`src/rtl/clk_period_meter.sv`:
```
// clk_period_meter
//   Measures period and high time of a slow square wave in clk cycles.
//   The input is synchronized into the clk domain. A coherent period/high-time
//   pair is published on every rising edge after the first one, which only
//   arms the measurement. Loss of the input is flagged on stale.
//
// Ports
//   clk        in   system clock, rising edge
//   rst        in   synchronous active-high reset
//   sigin      in   asynchronous slow square wave
//   rise       out  one-cycle strobe per synchronized rising edge
//   period     out  cycles between the last two rising edges
//   high_time  out  cycles sigin was high within that period
//   valid      out  one-cycle pulse when period/high_time update
//   stale      out  level, no valid measurement or input timed out
//
// state   | meaning
// IDLE    | no reference edge yet (after reset or timeout); next rise arms
// MEASURE | counting from the last rise; next rise publishes
module clk_period_meter #(
   parameter int CNT_W       = 26,
   parameter int TIMEOUT_CYC = 50_000_000
) (
   input  logic             clk,
   input  logic             rst,
   input  logic             sigin,
   output logic             rise,
   output logic [CNT_W-1:0] period,
   output logic [CNT_W-1:0] high_time,
   output logic             valid,
   output logic             stale
);

   typedef enum logic {IDLE, MEASURE} state_t;

   localparam logic [CNT_W-1:0] TC  = CNT_W'(TIMEOUT_CYC);
   localparam logic [CNT_W-1:0] ONE = CNT_W'(1);

   state_t           state_q, state_d;
   logic             s1, s2, s3;
   logic [CNT_W-1:0] cnt, hi_cap;
   logic             rise_c, fall_c;
   logic             arm, publish, timeout;

   assign rise_c = s2 & ~s3;
   assign fall_c = ~s2 & s3;

   always_ff @(posedge clk) begin
      if (rst) state_q <= IDLE;
      else     state_q <= state_d;
   end

   // A rise coinciding with the terminal count wins over the timeout.
   always_comb begin
      state_d = state_q;
      arm     = 1'b0;
      publish = 1'b0;
      timeout = 1'b0;
      case (state_q)
         IDLE: begin
            if (rise_c) begin
               arm     = 1'b1;
               state_d = MEASURE;
            end
         end
         MEASURE: begin
            if (rise_c) begin
               publish = 1'b1;
            end else if (cnt == TC) begin
               timeout = 1'b1;
               state_d = IDLE;
            end
         end
         default: state_d = IDLE;
      endcase
   end

   always_ff @(posedge clk) begin
      if (rst) begin
         s1        <= 1'b0;
         s2        <= 1'b0;
         s3        <= 1'b0;
         cnt       <= '0;
         hi_cap    <= '0;
         rise      <= 1'b0;
         valid     <= 1'b0;
         period    <= '0;
         high_time <= '0;
         stale     <= 1'b1;
      end else begin
         s1    <= sigin;
         s2    <= s1;
         s3    <= s2;
         rise  <= rise_c;
         valid <= publish;

         // Counter saturates at the timeout value so it can never wrap.
         if (arm || publish)
            cnt <= ONE;
         else if (state_q == MEASURE && cnt != TC)
            cnt <= cnt + ONE;

         // Only the last fall before the publishing rise survives.
         if (state_q == MEASURE && fall_c)
            hi_cap <= cnt;

         if (publish) begin
            period    <= cnt;
            high_time <= hi_cap;
            stale     <= 1'b0;
         end else if (timeout) begin
            stale <= 1'b1;
         end
      end
   end

endmodule
```
`config.mk`:
```
export PLATFORM = sky130hd
export DESIGN_NAME = clk_period_meter
export DESIGN_NICKNAME = d
export VERILOG_FILES = /design/src/rtl/clk_period_meter.sv
export SDC_FILE = /design/constraint.sdc
export NUM_CORES = 1
export LEC_CHECK = 0
export CAP_MARGIN = 20
export CELL_PAD_IN_SITES_DETAIL_PLACEMENT = 0
export CELL_PAD_IN_SITES_GLOBAL_PLACEMENT = 2
export CORE_ASPECT_RATIO = 1.1
export CORE_MARGIN = 5
export CORE_UTILIZATION = 30
export CTS_BUF_LIST = sky130_fd_sc_hd__clkbuf_4
export DETAILED_ROUTE_END_ITERATION = 16
export PLACE_DENSITY = 0.77
export SETUP_SLACK_MARGIN = 0.02
export SLEW_MARGIN = 10
export SYNTH_ARGS = -nofsm -noshare
export SYNTH_HDL_FRONTEND = slang
export SYNTH_SLANG_ARGS = --single-unit
```
`constraint.sdc`:
```
create_clock -name clk -period 1.7 [get_ports clk]
set_input_delay 0.255 -clock clk [delete_from_list [all_inputs] [get_ports clk]]
set_output_delay 0.255 -clock clk [all_outputs]
set_load 0.05 [all_outputs]
```
==> results of run 1 <==
timing repair:
action,CTS,global route
buffers inserted,0,1
endpoints found under the hold margin,0,0
endpoints found under the setup margin,1,17
hold buffers,0,0
pin swaps,0,7
resized for setup,3,17
worst max-delay path: stages (launching register included):
cell and delay, ns:
dfxtp_2 0.44, and4_2 0.27, nand2_1 0.17, or4_4 0.56
a21oi_2 0.13
registers in the layout (all words and copies together), names as in the netlist:
name	cells
stale	1
s3	1
rise	1
period	26
state_q	1
valid	1
s1	1
cnt	26
high_time	26
hi_cap	26
s2	1
cell usage after synthesis (4+ instances only):
cell type / instances
clkbuf_1: 21
xnor2_1: 9
nand2_1: 165
inv_1: 4
xor2_1: 12
a21oi_1: 84
nor2_1: 28
dfxtp_1: 111
nand3_1: 11
nor4_1: 6
nand4_1: 9
final cells by class:
type / count / area (um2) / area share, %
Sequential cell: 111 / 2240 / 43.0
Multi-Input combinational cell: 360 / 1820 / 35.0
Timing Repair Buffer: 94 / 756 / 14.5
Tap cell: 188 / 235 / 4.52
Clock buffer: 10 / 75.1 / 1.44
Clock inverter: 6 / 61.3 / 1.18
Inverter: 4 / 15.0 / 0.289
Antenna cell: 1 / 2.50 / 0.0481
final timing paths:
path	depth (start not counted)	to	slack, ns
setup / recovery	4	cnt[16]	0.08
hold reg to reg	2	high_time[4]	0.46
hold / removal	2	high_time[11]	0.07
setup reg to reg	4	cnt[16]	0.08
metal layers:
metal / vias up / share of wire [%] / GRT usage, %
met1: 1622 / 50 / 19.1
li1: 1813 / - / -
met5: - / 0 / 0
met2: 62 / 44 / 19.5
met4: 0 / 1.6 / 5.72
met3: 12 / 4.8 / 3.04
cell families (layout without fill, tap and decap cells):
logic type | count (synthesis) | count (layout)
xor+xnor | 21 | 21
other cells | 0 | 1
fa+ha+maj | 2 | 2
buf+inv | 38 | 114
simple gates | 245 | 245
compound gates | 91 | 91
mux | 1 | 1
flops | 111 | 111
per-stage QoR:
| step | std cells | instance area, um2 | hold WS [ns] |
|---|---|---|---|
| final | 774 | 5200 | 0.0700 |
| after global routing | 774 | 5200 | 0.0776 |
| after CTS | 772 | 5140 | 0.0457 |
| after detailed placement | 756 | 5000 | 0.448 |
| after global placement | 756 | 5000 | 0.443 |
| after floorplan | 509 | 4200 | 0.383 |
power groups by stage:
| stage | Sequential, mW | Clock (mW) | Combinational, mW |
|---|---|---|---|
| floorplan | 2.68 | 0 | 0.0755 |
| global placement | 2.67 | 0 | 0.123 |
| detailed placement | 2.67 | 0 | 0.125 |
| CTS | 2.62 | 1.39 | 0.126 |
| global route | 2.62 | 1.49 | 0.140 |
| finish | 2.62 | 1.33 | 0.128 |
==> impl_metrics.xml, run 1 <==
<?xml version="1.0" encoding="UTF-8"?>
<metrics>
  <group name="status">
    <metric name="outcome" unit="">complete, no violations</metric>
  </group>
  <group name="detailed_routing">
    <metric name="post_drt_via_cell_ratio" unit="">4.53</metric>
    <metric name="wirelength" unit="um">10900</metric>
    <metric name="detail_route.first_pass.iterations" unit="">4</metric>
    <metric name="drcViolationCount" unit="">0</metric>
    <metric name="drtIter0Drc" unit="">242</metric>
    <metric name="vias" unit="">3509</metric>
    <metric name="routed_wire_length_per_instance" unit="um">14.0</metric>
    <metric name="antenna_left" unit="">0</metric>
  </group>
  <group name="critical_path">
    <metric name="cp.arrival" unit="ns">2.06</metric>
    <metric name="cp_data_required_time" unit="ns">2.13</metric>
    <metric name="critical_path_peak_fanout" unit="">7</metric>
    <metric name="startpoint_type" unit="">flop</metric>
    <metric name="timing.critical_path.from" unit="">cnt[9]</metric>
    <metric name="timing_worst_setup_path_type" unit="">flop to flop</metric>
    <metric name="crit-reg2reg-launch" unit="">cnt[9]</metric>
    <metric name="endpoint_class_of_the_critical_path" unit="">flop</metric>
  </group>
  <group name="floorplan">
    <metric name="die_h" unit="um">134</metric>
    <metric name="core.rowCount" unit="">45</metric>
    <metric name="io_pins" unit="">58</metric>
    <metric name="floorplan.die_area" unit="um2">16500</metric>
    <metric name="core_area" unit="um2">13800</metric>
    <metric name="starting_density_of_the_core" unit="%">30.4</metric>
    <metric name="dieWidth" unit="um">123</metric>
  </group>
  <group name="pwr">
    <metric name="switching_share" unit="%">23.7</metric>
    <metric name="worst_ir_drop_vdd" unit="mV">0.348</metric>
    <metric name="power.density" unit="nW/um2">784</metric>
    <metric name="net_switching_power_figure" unit="mW">0.965</metric>
    <metric name="clkPwrFrac" unit="%">32.7</metric>
    <metric name="comb_power_share" unit="%">3.1</metric>
    <metric name="cellLeakagePower" unit="nW">1.88</metric>
    <metric name="power.share.sequential" unit="%">64.2</metric>
    <metric name="totalPowerFinal" unit="mW">4.08</metric>
    <metric name="internal_power" unit="mW">3.11</metric>
  </group>
  <group name="yosys">
    <metric name="netlist.top_cell.by_area" unit="">dfxtp_1</metric>
    <metric name="synth_fa_ha_area_share" unit="%">0.596</metric>
    <metric name="area_fraction_in_compound_gates_after_synthesis" unit="%">11.1</metric>
    <metric name="synth_enable_flop_cells" unit="">0</metric>
    <metric name="synthDominantCellAreaShare" unit="%">52.9</metric>
    <metric name="yosys_warnings" unit="">0</metric>
    <metric name="muxShareOfSynthArea" unit="%">0.238</metric>
    <metric name="post_synth.cell_area_avg" unit="um2">8.25</metric>
    <metric name="ys.flop_type" unit="">dfxtp_1</metric>
    <metric name="post_synth_and_or_nand_nor_area_fraction" unit="%">25.8</metric>
    <metric name="combinational_family_with_the_most_area_after_synthesis" unit="">simple AND/OR/NAND/NOR gates</metric>
    <metric name="syn-instance-count" unit="">509</metric>
    <metric name="synth_seq_area_share" unit="%">52.9</metric>
    <metric name="syn_area" unit="um2">4200</metric>
    <metric name="postSynth.asyncResetShare" unit="%">0</metric>
    <metric name="synth_cell_type_count" unit="">41</metric>
    <metric name="syn_nets" unit="">514</metric>
    <metric name="yosys_register_bits" unit="">111</metric>
    <metric name="synth_xor_area_share" unit="%">4.38</metric>
    <metric name="synth_area_leaders" unit="">dfxtp_1, nand2_1, a21oi_1</metric>
  </group>
  <group name="timing">
    <metric name="maxSlewViolCount" unit="">0</metric>
    <metric name="post-route-period-util" unit="%">95.5</metric>
    <metric name="timing.final.ws_setup" unit="ns">0.0759</metric>
    <metric name="finalClockSkew" unit="ns">0.0200</metric>
    <metric name="max-slew-margin-rel" unit="%">75.9</metric>
    <metric name="max_freq" unit="MHz">616</metric>
    <metric name="post_route_setup_tns" unit="ns">0</metric>
    <metric name="min_period" unit="ns">1.62</metric>
    <metric name="timing_worst_slew_pin_value" unit="ns">0.359</metric>
    <metric name="final-setup-viol-count" unit="">0</metric>
    <metric name="finalHoldViolCount" unit="">0</metric>
    <metric name="grt_setup_unrepaired" unit="">yes</metric>
  </group>
  <group name="global_route">
    <metric name="wire_length_of_the_first_global_routing_pass" unit="um">17400</metric>
    <metric name="number_of_global_route_vias_before_repair" unit="">3357</metric>
    <metric name="antenna_found_initial" unit="">1</metric>
    <metric name="total_grt_overflow" unit="">0</metric>
    <metric name="grt_use_total" unit="%">13.5</metric>
    <metric name="pin_count_of_the_biggest_net_entering_global_routing" unit="">37</metric>
  </group>
  <group name="placement">
    <metric name="place_ws" unit="ns">0.0125</metric>
    <metric name="hpwl" unit="um">7640</metric>
    <metric name="place_congestion" unit="">0.844</metric>
    <metric name="port-buffer-count" unit="">57</metric>
  </group>
  <group name="clock_network">
    <metric name="cts_max_path_buffers" unit="">2</metric>
    <metric name="ctsHtreeMaxLevel" unit="">3</metric>
    <metric name="clk-insertion-delay-late" unit="ns">0.49</metric>
    <metric name="cts_num_sinks" unit="">111</metric>
    <metric name="clk_pin_slew_worst_paths" unit="ns">0.16</metric>
    <metric name="clock_tree.root_cell" unit="">clkbuf_4</metric>
    <metric name="tritoncts" unit="">done</metric>
    <metric name="cts_buffers" unit="">9</metric>
  </group>
  <group name="cells_and_area">
    <metric name="layout.core_utilization" unit="%">37.7</metric>
    <metric name="post_route_cells_drive_above_1_share" unit="%">23.2</metric>
    <metric name="finalNetCount" unit="">585</metric>
    <metric name="area_growth" unit="%">24.0</metric>
    <metric name="commonest_non_fill_non_tap_cell_in_the_layout" unit="">nand2_1</metric>
    <metric name="num-fill-cells" unit="">1456</metric>
    <metric name="leading_cell_types_in_the_layout_fill_and_taps_excluded" unit="">nand2_1, dfxtp_1, buf_4, a21oi_1, nor2_1</metric>
  </group>
  <group name="flow_run">
    <metric name="cap_violations" unit="">0</metric>
  </group>
  <group name="min_path">
    <metric name="hold_path.class" unit="">input port to flop</metric>
    <metric name="beginning_of_the_worst_hold_path" unit="">rst</metric>
  </group>
</metrics>
Note: power is estimated with default switching activity, not from simulation.
==> run 2, diff against run 1 <==
CORE_ASPECT_RATIO = unset   (was 1.1)
==> impl_metrics.xml, run 2 (same netlist as run 1, synthesis figures left out) <==
<?xml version="1.0" encoding="UTF-8"?>
<metrics>
  <group name="global_route">
    <metric name="wire_length_of_the_first_global_routing_pass" unit="um">18400</metric>
    <metric name="pin_count_of_the_biggest_net_entering_global_routing" unit="">87</metric>
    <metric name="grt_use_total" unit="%">14.2</metric>
    <metric name="total_grt_overflow" unit="">0</metric>
    <metric name="antenna_found_initial" unit="">0</metric>
    <metric name="number_of_global_route_vias_before_repair" unit="">3527</metric>
  </group>
  <group name="timing">
    <metric name="maxSlewViolCount" unit="">0</metric>
    <metric name="timing.final.ws_setup" unit="ns">0.0855</metric>
    <metric name="max-slew-margin-rel" unit="%">75.0</metric>
    <metric name="timing_worst_slew_pin_value" unit="ns">0.375</metric>
    <metric name="max_freq" unit="MHz">619</metric>
    <metric name="post_route_setup_tns" unit="ns">0</metric>
    <metric name="grt_setup_unrepaired" unit="">no</metric>
    <metric name="final-setup-viol-count" unit="">0</metric>
    <metric name="post-route-period-util" unit="%">95.0</metric>
    <metric name="min_period" unit="ns">1.61</metric>
    <metric name="finalClockSkew" unit="ns">0.0312</metric>
    <metric name="finalHoldViolCount" unit="">0</metric>
  </group>
  <group name="floorplan">
    <metric name="io_pins" unit="">58</metric>
    <metric name="core_area" unit="um2">13800</metric>
    <metric name="die_h" unit="um">128</metric>
    <metric name="floorplan.die_area" unit="um2">16500</metric>
    <metric name="core.rowCount" unit="">43</metric>
    <metric name="starting_density_of_the_core" unit="%">30.4</metric>
    <metric name="dieWidth" unit="um">128</metric>
  </group>
  <group name="critical_path">
    <metric name="reg2regPathDepth" unit="">7</metric>
    <metric name="path_cells" unit="">inv_2, ha_1, nor3b_2, nand4_1, o21ai_4, or4_1, a21oi_2</metric>
    <metric name="timing_worst_setup_path_type" unit="">flop to flop</metric>
    <metric name="worst-path-buf-inv" unit="">1</metric>
    <metric name="endpoint_class_of_the_critical_path" unit="">flop</metric>
    <metric name="worstSetupPathDepth" unit="">7</metric>
    <metric name="startpoint_type" unit="">flop</metric>
    <metric name="worst_path_max_delay_cell" unit="">or4_1</metric>
    <metric name="cp_data_required_time" unit="ns">2.14</metric>
    <metric name="critical_path_peak_fanout" unit="">5</metric>
    <metric name="cp_top_family" unit="">simple AND/OR/NAND/NOR gates</metric>
    <metric name="cp.arrival" unit="ns">2.06</metric>
    <metric name="cpPeakStageDelay" unit="ns">0.43</metric>
    <metric name="timing.reg2reg.setup_slack" unit="ns">0.09</metric>
  </group>
  <group name="clock_network">
    <metric name="tritoncts" unit="">done</metric>
    <metric name="ctsHtreeMaxLevel" unit="">3</metric>
    <metric name="cts_num_sinks" unit="">111</metric>
    <metric name="cts_max_path_buffers" unit="">2</metric>
    <metric name="clock_tree.root_cell" unit="">clkbuf_4</metric>
    <metric name="clk_pin_slew_worst_paths" unit="ns">0.18</metric>
    <metric name="cts_hold_buf" unit="">0</metric>
    <metric name="cts_buffers" unit="">9</metric>
    <metric name="clk-insertion-delay-late" unit="ns">0.49</metric>
  </group>
  <group name="pwr">
    <metric name="net_switching_power_figure" unit="mW">0.959</metric>
    <metric name="power.density" unit="nW/um2">753</metric>
    <metric name="internal_power" unit="mW">3.01</metric>
    <metric name="worst_ir_drop_vdd" unit="mV">0.299</metric>
    <metric name="power.share.sequential" unit="%">65.9</metric>
    <metric name="comb_power_share" unit="%">3.1</metric>
    <metric name="switching_share" unit="%">24.2</metric>
    <metric name="clkPwrFrac" unit="%">31.0</metric>
    <metric name="cellLeakagePower" unit="nW">1.92</metric>
  </group>
  <group name="detailed_routing">
    <metric name="vias" unit="">3605</metric>
    <metric name="wirelength" unit="um">11300</metric>
    <metric name="drcViolationCount" unit="">0</metric>
    <metric name="post_drt_via_cell_ratio" unit="">4.64</metric>
    <metric name="drtIter0Drc" unit="">176</metric>
    <metric name="antenna_left" unit="">0</metric>
    <metric name="detail_route.first_pass.iterations" unit="">4</metric>
    <metric name="routed_wire_length_per_instance" unit="um">14.6</metric>
  </group>
  <group name="placement">
    <metric name="place_ws" unit="ns">0.0406</metric>
    <metric name="place_congestion" unit="">0.916</metric>
    <metric name="place_inst" unit="">757</metric>
    <metric name="hpwl" unit="um">8180</metric>
    <metric name="port-buffer-count" unit="">57</metric>
  </group>
  <group name="min_path">
    <metric name="hold_path.class" unit="">input port to flop</metric>
    <metric name="min_delay_path_depth" unit="">3</metric>
  </group>
  <group name="cells_and_area">
    <metric name="commonest_non_fill_non_tap_cell_in_the_layout" unit="">nand2_1</metric>
    <metric name="leading_cell_types_in_the_layout_fill_and_taps_excluded" unit="">nand2_1, dfxtp_1, buf_4, a21oi_1, nor2_1</metric>
    <metric name="finalNetCount" unit="">597</metric>
    <metric name="post_route_cells_drive_above_1_share" unit="%">24.5</metric>
    <metric name="num-fill-cells" unit="">1435</metric>
    <metric name="area_growth" unit="%">25.5</metric>
    <metric name="multi_input_area" unit="um2">1820</metric>
    <metric name="antenna_cells" unit="">0</metric>
    <metric name="layoutNonFillerInstCount" unit="">777</metric>
    <metric name="sequential_cell_area" unit="um2">2240</metric>
  </group>
  <group name="status">
    <metric name="outcome" unit="">complete, no violations</metric>
  </group>
  <group name="flow_run">
    <metric name="cap_violations" unit="">0</metric>
  </group>
</metrics>
run 2: cell types whose count changed in the layout (fill, tap and decap cells not counted), moves of 2 or more:
cell and delta:
clkbuf_4 +2, clkinv_2 -2, buf_4 +12, dfxtp_4 +2
dfxtp_2 -2
run 2: power by group through the flow:
| stage | Clock [mW] | Combinational, mW | Sequential [mW] |
|---|---|---|---|
| after floorplan | 0 | 0.0755 | 2.68 |
| after global placement | 0 | 0.120 | 2.67 |
| after detailed placement | 0 | 0.121 | 2.67 |
| after CTS | 1.31 | 0.121 | 2.62 |
| after global routing | 1.39 | 0.136 | 2.62 |
| final | 1.23 | 0.122 | 2.61 |
run 2: tightest hold or removal path, stage by stage:
cell and delay [ns]:
buf_2 0.11, nand2b_1 0.17, nor2_1 0.06
run 2: metal layers:
metal | wire, um | up-vias | GRT usage (%)
met5 | 0 | - | 0
met4 | 194 | 0 | 5.06
met3 | 429 | 15 | 2.71
met2 | 5090 | 58 | 21.9
met1 | 5610 | 1690 | 19.9
li1 | - | 1842 | -
run 2: layout make-up:
type	count	share of cell area [%]
sequential	111	42.6
multi-input combinational	360	34.5
timing repair buffer	106	16.1
tap	180	4.28
clock buffer	12	1.71
clock inverter	4	0.594
inverter	4	0.285
run 2: per-stage QoR:
step           hold slack (ns)  total power, mW  utilization (%)  cell area [um2]
5_1_grt                  0.163             4.14             38.1             5270
4_1_cts                 0.0918             4.05             37.5             5180
2_1_floorplan            0.383             2.75                -             4200
6_report                 0.149             3.97             38.1             5270
3_5_place_dp             0.435             2.79             36.6             5060
3_3_place_gp             0.435             2.79             36.6             5060
run 2: what timing repair did:
item,4_1_cts,5_1_grt
cloned,0,0
pin swaps,0,6
gates resized for setup,1,19
buffers inserted,0,4
setup endpoints to repair,1,20
run 2: path summary, 6_finish.rpt:
| kind | start | end |
|---|---|---|
| worst max-delay path | cnt[1] | cnt[16] |
| worst min-delay path | rst | cnt[4] |
| worst max register to register | cnt[1] | cnt[16] |
| worst min register to register | hi_cap[14] | high_time[14] |
==> run 3, diff against run 2 <==
--- a/constraint.sdc
+++ b/constraint.sdc
@@ -3,2 +3,2 @@
 set_output_delay 0.255 -clock clk [all_outputs]
-set_load 0.05 [all_outputs]
+set_load 0.01 [all_outputs]
==> impl_metrics.xml, run 3 (same netlist as run 1, synthesis figures left out) <==
<?xml version="1.0" encoding="UTF-8"?>
<metrics>
  <group name="status">
    <metric name="outcome" unit="">complete, no violations</metric>
  </group>
  <group name="detailed_routing">
    <metric name="drtIter0Drc" unit="">182</metric>
    <metric name="wirelength" unit="um">11400</metric>
    <metric name="detail_route.first_pass.iterations" unit="">5</metric>
    <metric name="routed_wire_length_per_instance" unit="um">14.6</metric>
    <metric name="drcViolationCount" unit="">0</metric>
    <metric name="vias" unit="">3583</metric>
    <metric name="antenna_left" unit="">0</metric>
    <metric name="post_drt_via_cell_ratio" unit="">4.59</metric>
  </group>
  <group name="critical_path">
    <metric name="critical_path_peak_fanout" unit="">5</metric>
    <metric name="timing_worst_setup_path_type" unit="">flop to flop</metric>
    <metric name="worst_path_max_delay_cell" unit="">or4_4</metric>
    <metric name="timing.reg2reg.setup_slack" unit="ns">0.07</metric>
    <metric name="endpoint_class_of_the_critical_path" unit="">flop</metric>
    <metric name="cpPeakStageDelay" unit="ns">0.42</metric>
    <metric name="cp_data_required_time" unit="ns">2.15</metric>
    <metric name="startpoint_type" unit="">flop</metric>
    <metric name="path_cells" unit="">inv_2, ha_1, nor3b_2, nand4_1, o21ai_4, or4_4, a21oi_2</metric>
    <metric name="cp.arrival" unit="ns">2.08</metric>
  </group>
  <group name="timing">
    <metric name="post_route_setup_tns" unit="ns">0</metric>
    <metric name="finalClockSkew" unit="ns">0.0201</metric>
    <metric name="max_freq" unit="MHz">615</metric>
    <metric name="grt_setup_unrepaired" unit="">no</metric>
    <metric name="timing_worst_slew_pin_value" unit="ns">0.338</metric>
    <metric name="finalHoldViolCount" unit="">0</metric>
    <metric name="max-slew-margin-rel" unit="%">77.2</metric>
    <metric name="post-route-period-util" unit="%">95.6</metric>
    <metric name="maxSlewViolCount" unit="">0</metric>
    <metric name="min_period" unit="ns">1.63</metric>
    <metric name="final-setup-viol-count" unit="">0</metric>
  </group>
  <group name="clock_network">
    <metric name="tritoncts" unit="">done</metric>
    <metric name="cts_max_path_buffers" unit="">2</metric>
    <metric name="cts_buffers" unit="">9</metric>
    <metric name="cts_num_sinks" unit="">111</metric>
    <metric name="clk_pin_slew_worst_paths" unit="ns">0.18</metric>
    <metric name="cts_hold_buf" unit="">0</metric>
    <metric name="clock_tree.root_cell" unit="">clkbuf_4</metric>
    <metric name="clk-insertion-delay-late" unit="ns">0.49</metric>
    <metric name="ctsHtreeMaxLevel" unit="">3</metric>
  </group>
  <group name="flow_run">
    <metric name="cap_violations" unit="">0</metric>
  </group>
  <group name="floorplan">
    <metric name="core_area" unit="um2">13800</metric>
    <metric name="core.rowCount" unit="">43</metric>
    <metric name="floorplan.die_area" unit="um2">16500</metric>
    <metric name="dieWidth" unit="um">128</metric>
    <metric name="die_h" unit="um">128</metric>
    <metric name="starting_density_of_the_core" unit="%">30.4</metric>
    <metric name="io_pins" unit="">58</metric>
  </group>
  <group name="placement">
    <metric name="port-buffer-count" unit="">57</metric>
    <metric name="place_congestion" unit="">0.929</metric>
    <metric name="place_inst" unit="">762</metric>
    <metric name="hpwl" unit="um">8600</metric>
    <metric name="placed_instance_area" unit="um2">5220</metric>
  </group>
  <group name="cells_and_area">
    <metric name="area_growth" unit="%">28.3</metric>
    <metric name="antenna_cells" unit="">0</metric>
    <metric name="final_cell_area" unit="um2">5390</metric>
    <metric name="finalNetCount" unit="">600</metric>
    <metric name="leading_cell_types_in_the_layout_fill_and_taps_excluded" unit="">nand2_1, dfxtp_1, a21oi_1, buf_4, dlygate4sd2_1</metric>
    <metric name="layoutNonFillerInstCount" unit="">780</metric>
    <metric name="post_route_cells_drive_above_1_share" unit="%">16.3</metric>
    <metric name="num-fill-cells" unit="">1454</metric>
    <metric name="commonest_non_fill_non_tap_cell_in_the_layout" unit="">nand2_1</metric>
  </group>
  <group name="global_route">
    <metric name="wire_length_of_the_first_global_routing_pass" unit="um">18500</metric>
    <metric name="number_of_global_route_vias_before_repair" unit="">3502</metric>
    <metric name="grt_use_total" unit="%">14.3</metric>
    <metric name="antenna_found_initial" unit="">0</metric>
    <metric name="total_grt_overflow" unit="">0</metric>
    <metric name="pin_count_of_the_biggest_net_entering_global_routing" unit="">44</metric>
  </group>
  <group name="min_path">
    <metric name="hold_path.class" unit="">input port to flop</metric>
  </group>
  <group name="pwr">
    <metric name="cellLeakagePower" unit="nW">2.22</metric>
    <metric name="worst_ir_drop_vdd" unit="mV">0.359</metric>
    <metric name="power.density" unit="nW/um2">742</metric>
  </group>
</metrics>
run 3: area by class of cell:
cell class              count  area (um2)  area share (%)
clock inverters             7        58.8            1.09
flip-flops and latches    111        2240            41.6
multi-input cells         360        1820            33.8
clock buffers               9        67.6            1.25
well taps                 180         225            4.18
inverters                   4        15.0           0.279
repair buffers            109         962            17.9
run 3: path summary, 6_finish.rpt:
path	from	to	depth (start not counted)
max	cnt[0]	cnt[16]	7
min	rst	period[3]	2
max reg2reg	cnt[0]	cnt[16]	7
min reg2reg	s1	s2	1
run 3: power by group:
| group | total, mW | switching (mW) | leakage, nW | internal [mW] |
|---|---|---|---|---|
| logic | 0.125 | 0.0821 | 1.25 | 0.0429 |
| clock network | 1.25 | 0.930 | 0.0687 | 0.320 |
| registers | 2.62 | 0.00742 | 0.900 | 2.61 |
| total | 4.00 | 1.02 | 2.22 | 2.98 |
run 3: critical path: cells and delay by family, from the launching register on:
kind / cells / cell delay, ns
buffers and inverters: 1 / 0.05
AO/OA/AOI/OAI: 2 / 0.22
flip-flops: 1 / 0.39
AND/OR/NAND/NOR: 3 / 0.73
adder cells (fa/ha/maj): 1 / 0.19
run 3: metrics by stage:
stage / setup slack, ns / power, mW / hold slack [ns] / utilization (%)
global placement: 0.115 / 2.80 / 0.435 / 37.8
detailed placement: 0.0607 / 2.80 / 0.442 / 37.8
finish: 0.0741 / 4.00 / 0.123 / 38.9
floorplan: 0.0884 / 2.75 / 0.383 / -
CTS: 0.0201 / 4.06 / 0.0891 / 38.3
global route: 0.0215 / 4.18 / 0.106 / 38.9
run 3: timing repair:
| item | CTS | global route |
|---|---|---|
| pin swaps | 0 | 5 |
| buffers inserted | 0 | 2 |
| resized for setup | 48 | 28 |
| setup endpoints to repair | 46 | 29 |
run 3: metal layers:
layer  vias up  global-route usage [%]  part of all wire [%]
met2        59                    22.2                    44
met4         0                    4.93                   2.0
li1       1853                       -                     -
met3        16                    3.50                   4.7
met1      1655                    19.3                    49
met5         -                       0                     0
